`src/rtl/rr_share_arb_if.sv`:
```
// Bus bundle for rr_share_arb: requester-side request/grant/response signals
// plus the start/done handshake to the shared worker.
// slave  : the arbiter's view.
// master : the view of the environment driving requests and the worker.
interface rr_share_arb_if #(
    parameter int unsigned N = 4,
    parameter int unsigned W = 8
);
    logic [N-1:0]   req;
    logic [N*W-1:0] req_x;
    logic [N-1:0]   gnt;
    logic [N-1:0]   done;
    logic [W-1:0]   rsp_y;
    logic           err;
    logic           busy;
    logic           res_start;
    logic [W-1:0]   res_x;
    logic           res_done;
    logic [W-1:0]   res_y;

    modport slave (
        input  req, req_x, res_done, res_y,
        output gnt, done, rsp_y, err, busy, res_start, res_x
    );

    modport master (
        output req, req_x, res_done, res_y,
        input  gnt, done, rsp_y, err, busy, res_start, res_x
    );
endinterface

```
`src/rtl/rr_share_arb.sv`:
```
// rr_share_arb: round-robin arbiter that shares one multi-cycle worker
// between N requesters, running one transaction at a time
// (grant, issue, wait, retire).
// Optional build macro RR_SHARE_ARB_TIMEOUT_EN adds a WAIT timeout that
// retires the transaction with err=1 after TIMEOUT cycles without res_done.
module rr_share_arb #(
    parameter int unsigned N       = 4,
    parameter int unsigned W       = 8,
    parameter int unsigned TIMEOUT = 15
) (
    input  logic            clk,
    input  logic            rst,
    rr_share_arb_if.slave   bus
);
    localparam int unsigned PW = (N > 1) ? $clog2(N) : 1;

    // Elaboration-time parameter range checks.
    if (N < 1 || N > 16) begin : g_bad_n
        $error("rr_share_arb: N out of range 1..16");
    end
    if (TIMEOUT < 1 || TIMEOUT > 255) begin : g_bad_timeout
        $error("rr_share_arb: TIMEOUT out of range 1..255");
    end

    typedef enum logic [1:0] {
        S_IDLE   = 2'd0,
        S_WAIT   = 2'd1,
        S_RETIRE = 2'd2
    } state_t;

    state_t         state_q,     state_d;
    logic [PW-1:0]  ptr_q,       ptr_d;
    logic [PW-1:0]  owner_q,     owner_d;
    logic [N-1:0]   gnt_q,       gnt_d;
    logic [N-1:0]   done_q,      done_d;
    logic [W-1:0]   rsp_y_q,     rsp_y_d;
    logic           busy_q,      busy_d;
    logic           res_start_q, res_start_d;
    logic [W-1:0]   res_x_q,     res_x_d;
`ifdef RR_SHARE_ARB_TIMEOUT_EN
    logic           err_q,       err_d;
    logic [7:0]     cnt_q,       cnt_d;
`endif

    logic [PW-1:0]  sel_c;
    logic           sel_vld_c;
    logic [PW-1:0]  ptr_next_c;

    // Pick the first requesting index starting at ptr, wrapping past N-1.
    always_comb begin
        int unsigned idx;
        sel_c     = '0;
        sel_vld_c = 1'b0;
        idx       = 0;
        for (int unsigned i = 0; i < N; i++) begin
            idx = (32'(ptr_q) + i) % N;
            if (!sel_vld_c && bus.req[idx]) begin
                sel_vld_c = 1'b1;
                sel_c     = PW'(idx);
            end
        end
    end

    // Pointer value after the current owner retires: owner+1 mod N.
    always_comb begin
        ptr_next_c = '0;
        if (owner_q != PW'(N - 1)) begin
            ptr_next_c = owner_q + PW'(1);
        end
    end

    // Transaction sequencer: next state and registered outputs.
    always_comb begin
        state_d     = state_q;
        ptr_d       = ptr_q;
        owner_d     = owner_q;
        gnt_d       = gnt_q;
        done_d      = '0;
        rsp_y_d     = rsp_y_q;
        busy_d      = busy_q;
        res_start_d = 1'b0;
        res_x_d     = res_x_q;
`ifdef RR_SHARE_ARB_TIMEOUT_EN
        err_d       = 1'b0;
        cnt_d       = cnt_q;
`endif

        case (state_q)
            S_IDLE: begin
                if (sel_vld_c) begin
                    gnt_d       = N'(1) << sel_c;
                    owner_d     = sel_c;
                    res_start_d = 1'b1;
                    res_x_d     = bus.req_x[32'(sel_c) * W +: W];
                    busy_d      = 1'b1;
                    state_d     = S_WAIT;
`ifdef RR_SHARE_ARB_TIMEOUT_EN
                    cnt_d       = 8'd0;
`endif
                end
            end

            S_WAIT: begin
                // res_done is ignored in the cycle that carries res_start.
                if (!res_start_q && bus.res_done) begin
                    rsp_y_d = bus.res_y;
                    done_d  = gnt_q;
                    gnt_d   = '0;
                    busy_d  = 1'b0;
                    ptr_d   = ptr_next_c;
                    state_d = S_RETIRE;
                end
`ifdef RR_SHARE_ARB_TIMEOUT_EN
                else if (cnt_q == 8'(TIMEOUT)) begin
                    err_d   = 1'b1;
                    done_d  = gnt_q;
                    gnt_d   = '0;
                    busy_d  = 1'b0;
                    ptr_d   = ptr_next_c;
                    state_d = S_RETIRE;
                end else begin
                    cnt_d   = cnt_q + 8'd1;
                end
`endif
            end

            S_RETIRE: begin
                state_d = S_IDLE;
            end

            default: begin
                state_d = S_IDLE;
            end
        endcase
    end

    // State and output registers with synchronous reset.
    always_ff @(posedge clk) begin
        if (rst) begin
            state_q     <= S_IDLE;
            ptr_q       <= '0;
            owner_q     <= '0;
            gnt_q       <= '0;
            done_q      <= '0;
            rsp_y_q     <= '0;
            busy_q      <= 1'b0;
            res_start_q <= 1'b0;
            res_x_q     <= '0;
`ifdef RR_SHARE_ARB_TIMEOUT_EN
            err_q       <= 1'b0;
            cnt_q       <= 8'd0;
`endif
        end else begin
            state_q     <= state_d;
            ptr_q       <= ptr_d;
            owner_q     <= owner_d;
            gnt_q       <= gnt_d;
            done_q      <= done_d;
            rsp_y_q     <= rsp_y_d;
            busy_q      <= busy_d;
            res_start_q <= res_start_d;
            res_x_q     <= res_x_d;
`ifdef RR_SHARE_ARB_TIMEOUT_EN
            err_q       <= err_d;
            cnt_q       <= cnt_d;
`endif
        end
    end

    assign bus.gnt       = gnt_q;
    assign bus.done      = done_q;
    assign bus.rsp_y     = rsp_y_q;
    assign bus.busy      = busy_q;
    assign bus.res_start = res_start_q;
    assign bus.res_x     = res_x_q;
`ifdef RR_SHARE_ARB_TIMEOUT_EN
    assign bus.err       = err_q;
`else
    assign bus.err       = 1'b0;
`endif

endmodule

```
`src/flat_wrapper.sv`:
```
// flat-port wrapper written by rule: the top's interface ports become plain ports
module rr_share_arb_flat 
#(
    parameter int unsigned N       = 4,
    parameter int unsigned W       = 8,
    parameter int unsigned TIMEOUT = 15
)
  (clk, rst, bus_req, bus_req_x, bus_res_done, bus_res_y, bus_gnt, bus_done, bus_rsp_y, bus_err, bus_busy, bus_res_start, bus_res_x);
  rr_share_arb_if #(.N(N), .W(W)) bus_i ();
  input  logic clk;
  input  logic rst;
  input wire logic [$bits(bus_i.req)-1:0] bus_req;
  input wire logic [$bits(bus_i.req_x)-1:0] bus_req_x;
  input wire logic [$bits(bus_i.res_done)-1:0] bus_res_done;
  input wire logic [$bits(bus_i.res_y)-1:0] bus_res_y;
  output wire logic [$bits(bus_i.gnt)-1:0] bus_gnt;
  output wire logic [$bits(bus_i.done)-1:0] bus_done;
  output wire logic [$bits(bus_i.rsp_y)-1:0] bus_rsp_y;
  output wire logic [$bits(bus_i.err)-1:0] bus_err;
  output wire logic [$bits(bus_i.busy)-1:0] bus_busy;
  output wire logic [$bits(bus_i.res_start)-1:0] bus_res_start;
  output wire logic [$bits(bus_i.res_x)-1:0] bus_res_x;
  assign bus_i.req = bus_req;
  assign bus_i.req_x = bus_req_x;
  assign bus_i.res_done = bus_res_done;
  assign bus_i.res_y = bus_res_y;
  assign bus_gnt = bus_i.gnt;
  assign bus_done = bus_i.done;
  assign bus_rsp_y = bus_i.rsp_y;
  assign bus_err = bus_i.err;
  assign bus_busy = bus_i.busy;
  assign bus_res_start = bus_i.res_start;
  assign bus_res_x = bus_i.res_x;
  rr_share_arb #(.N(N), .W(W), .TIMEOUT(TIMEOUT)) u_core (.clk(clk), .rst(rst), .bus(bus_i));
endmodule
```
`config.mk`:
```
export PLATFORM = sky130hd
export DESIGN_NAME = rr_share_arb_flat
export DESIGN_NICKNAME = d
export VERILOG_FILES = /design/src/rtl/rr_share_arb_if.sv /design/src/rtl/rr_share_arb.sv /design/src/flat_wrapper.sv
export SDC_FILE = /design/constraint.sdc
export NUM_CORES = 1
export LEC_CHECK = 0
export ABC_CLOCK_PERIOD_IN_PS = 1520
export CAP_MARGIN = 10
export CORE_AREA = 5 5 69 71
export CTS_BUF_LIST = sky130_fd_sc_hd__clkbuf_4 sky130_fd_sc_hd__clkbuf_8
export CTS_CLUSTER_SIZE = 10
export DETAILED_ROUTE_END_ITERATION = 8
export DIE_AREA = 0 0 74 76
export PLACE_DENSITY = 0.81
export SYNTH_ARGS = -nofsm -noshare
export SYNTH_HDL_FRONTEND = slang
export SYNTH_SLANG_ARGS = --single-unit
export TNS_END_PERCENT = 30
```
`constraint.sdc`:
```
create_clock -name clk -period 1.52 [get_ports clk]
set_input_delay 0.152 -clock clk [delete_from_list [all_inputs] [get_ports clk]]
set_output_delay 0.152 -clock clk [all_outputs]
set_load 0.005 [all_outputs]
```
==> run metrics <==
final setup vio count 8; Seq/Total Area, Yosys 0.4402; via/cell ratio between 4 and 5; commonest non-fill, non-tap cell in the layout clkdlybuf4s50_1; final hold vios 0; DRC viols 0; arrival time at the worst endpoint about 1700 ps; synth unique cells 30; DP Wirelength 3256 microns; Setup Skew 5.213 ps; hold path depth 3; die area around 5600 sq um; Yosys reg bits 32; unrepaired setup endpoints after global routing yes; Syn Std Cell Area 1455 sq um; Pint 1.859 mW; global placement routability congestion between 0.7 and 0.8; top cell type by total area after synthesis dfxtp_1; Max Root-Sink Buffers 2; Ys Warns 0; final core occ 0.6199; IO Pins 74; I/O Buffers 72; max_cap viols 0; Critical Path RT 1680 ps; hold path startpoint bus_res_y[4]; Pre-antenna DRT Iters 4; main flop type after synthesis dfxtp_1; crit path launch type flip-flop; Worst Hold Class in -> reg; Global Route met2 Usage 0.2633; critical path type reg -> reg; failing checks setup timing; n_diodes 0; DIE HEIGHT about 76 microns; die width between 70 and 80 microns; worst IR drop on VDD approximately 650 uV; switching power ~0.59 mW; outcome finished with violations; cell count after synthesis ~150; GR peak layer met2; Syn Nets 199; largest net degree at the start of global routing 14; Post-synth EDFFs 0; area share of the largest cell type after synthesis 0.4402; clk sinks 32; min Tclk post-route around 1600 ps; # Post-CTS Setup Buffers 0; antenna violations before repair 0; FF-to-FF path depth 6; Hold Crit Endpoint u_core.bus.rsp_y[4]$_SDFFE_PP0P_; Clock power frac 0.361; clock buffers created by TritonCTS 5; Worst-Skew Late Latency roughly 280 ps; sequential share of power 0.382; Iter 0 DRT Violations 93; RR Startpoint u_core.ptr_q[1]$_SDFFE_PP0P_; Routed WL per cell ~15 microns; vias in the first global route 1429; Hold Buf Count CTS 0; crit-path max FO 5; Area contributors post-synth dfxtp_1, mux2i_1, a221oi_2; leakage dissipation 0.9988 nW; # fillers 360; CTS tree yes; first-pass GRT wire length ~6500 microns; mean area per synthesized cell 9.637 sq um; Final TNS setup -282.2 ps; sw frac 0.2417; vias post-DR between 1000 and 1500; Final Max Slew Viols 0; Gate power share 0.257; Reg clk slew, reported paths roughly 70 ps; r2r setup slk -60 ps; Crit. End Element flip-flop; final worst slack -56.02 ps; final period utilization 1.037; Area Overhead vs Synth 77.82%; layout cells sized above 1 0.2375; WL final 4262 microns; DP Area 2333 sq um; CTS HTree Levels 2; Critical Path, Cell by Cell mux2i_2 -> nor2_2 -> nor3_4 -> buf_4 -> mux2i_1 -> a221oi_2; GR Util met3 0.05277; FFs w/ async S/R, synth 0; antenna-violating nets left 0; grt ovf 0; Crit Reg-Reg Endpoint u_core.bus.res_x[4]$_SDFFE_PP0P_; core area 4174 sq um; slowest CP cell dfxtp_4; row cnt 24; Largest stage delay, worst path between 300 and 400 ps; Power Density 947.5 nW/um^2; Fmax 0.6345 GHz; Design Area, Final 2587 sq um; GR met1 Demand/Resource 0.1548; all-layer global routing usage 0.1485; commonest cells after routing, fill and taps aside clkdlybuf4s50_1, dfxtp_1, nand2_1, buf_4, a21oi_1; root buf cell clkbuf_8; Initial Util 0.3486; Nets 287
## synth_stat cells (2+ instances only)
| library cell | n |
|---|---|
| nand3_1 | 2 |
| buf_2 | 2 |
| and2_1 | 4 |
| nand2b_1 | 3 |
| nor3_1 | 2 |
| o21bai_1 | 9 |
| buf_6 | 2 |
| a32oi_1 | 2 |
| nor2b_1 | 3 |
| dfxtp_1 | 32 |
| mux2i_1 | 17 |
| clkbuf_1 | 4 |
| a221oi_2 | 8 |
| nand2_1 | 20 |
| a21oi_1 | 15 |
| nor2_1 | 12 |
## state kept, by name (all words and copies together), names as in the netlist
signal and flops:
u_core.bus.res_x 8, u_core.bus.rsp_y 8, u_core.bus.done 4, u_core.bus.gnt 4
u_core.owner_q 2, u_core.ptr_q 2, u_core.state_q 2, u_core.bus.busy 1
u_core.bus.res_start 1
## metal layers
layer / wire length [microns] / part of all wire
met3: 334 / 0.078
met2: 2234 / 0.52
met4: 73 / 0.017
met1: 1619 / 0.38
met5: 0 / 0
## worst max path at each step
stage,startpoint,end,depth (start not counted)
after floorplan,bus_req[1],u_core.bus.gnt[3]$_SDFFE_PP0P_,7
after global placement,bus_req[0],u_core.bus.gnt[3]$_SDFFE_PP0P_,6
after detailed placement,bus_req[0],u_core.bus.res_x[1]$_SDFFE_PP0P_,5
after CTS,u_core.ptr_q[1]$_SDFFE_PP0P_,u_core.bus.res_x[6]$_SDFFE_PP0P_,6
after global routing,u_core.ptr_q[1]$_SDFFE_PP0P_,u_core.bus.res_x[4]$_SDFFE_PP0P_,6
final,u_core.ptr_q[1]$_SDFFE_PP0P_,u_core.bus.res_x[4]$_SDFFE_PP0P_,6
## logic make-up (layout without fill, tap and decap cells)
family | count (synthesis) | in the layout | synth area share
multiplexers | 17 | 17 | 0.1169
AND/OR/NAND/NOR | 51 | 52 | 0.1720
flip-flops | 32 | 32 | 0.4402
buffers and inverters | 11 | 99 | 0.04299
AO/OA/AOI/OAI | 38 | 38 | 0.2167
other | 1 | 1 | 0.002577
adder cells (fa/ha/maj) | 1 | 1 | 0.008597
## area by class of cell
type / count / area [sq um] / area share
tap: 52 / 65.06 / 0.02515
sequential: 32 / 644.4 / 0.2490
clock buffer: 7 / 96.34 / 0.03723
timing repair buffer: 90 / 889.6 / 0.3438
inverter: 1 / 3.754 / 0.001451
multi-input combinational: 109 / 858.3 / 0.3317
clock inverter: 1 / 30.03 / 0.01161
## critical path, delay by kind of cell (launching register included)
kind                   cells  cell delay (ps)
multiplexers               2              450
flip-flops                 1              380
AND/OR/NAND/NOR            2              320
buffers and inverters      1              220
AO/OA/AOI/OAI              1               90
## per-stage QoR
stage          power (mW)  hold WS [ps]  setup slack [ps]  instances
6_report            2.452         420.9            -56.02        292
5_1_grt             2.563         421.3            -128.1        292
4_1_cts             2.429         407.7            -18.44        291
3_5_place_dp        1.521         445.7            -364.8        282
3_3_place_gp        1.510         441.0            -317.9        282
2_1_floorplan       1.206         288.0            -26.69        151
## power groups by stage
stage	clock, mW	sequential (mW)	combinational, mW
CTS	0.909	0.937	0.583
global route	0.945	0.944	0.674
finish	0.885	0.936	0.631
detailed placement	0	0.954	0.567
global placement	0	0.955	0.556
floorplan	0	0.955	0.251
## repair_timing
action,in CTS,in global routing
gates resized for setup,7,18
pin swaps,0,5
endpoints found under the setup margin,11,14
gates cloned,1,1
Power figures use the tool's default switching activity.
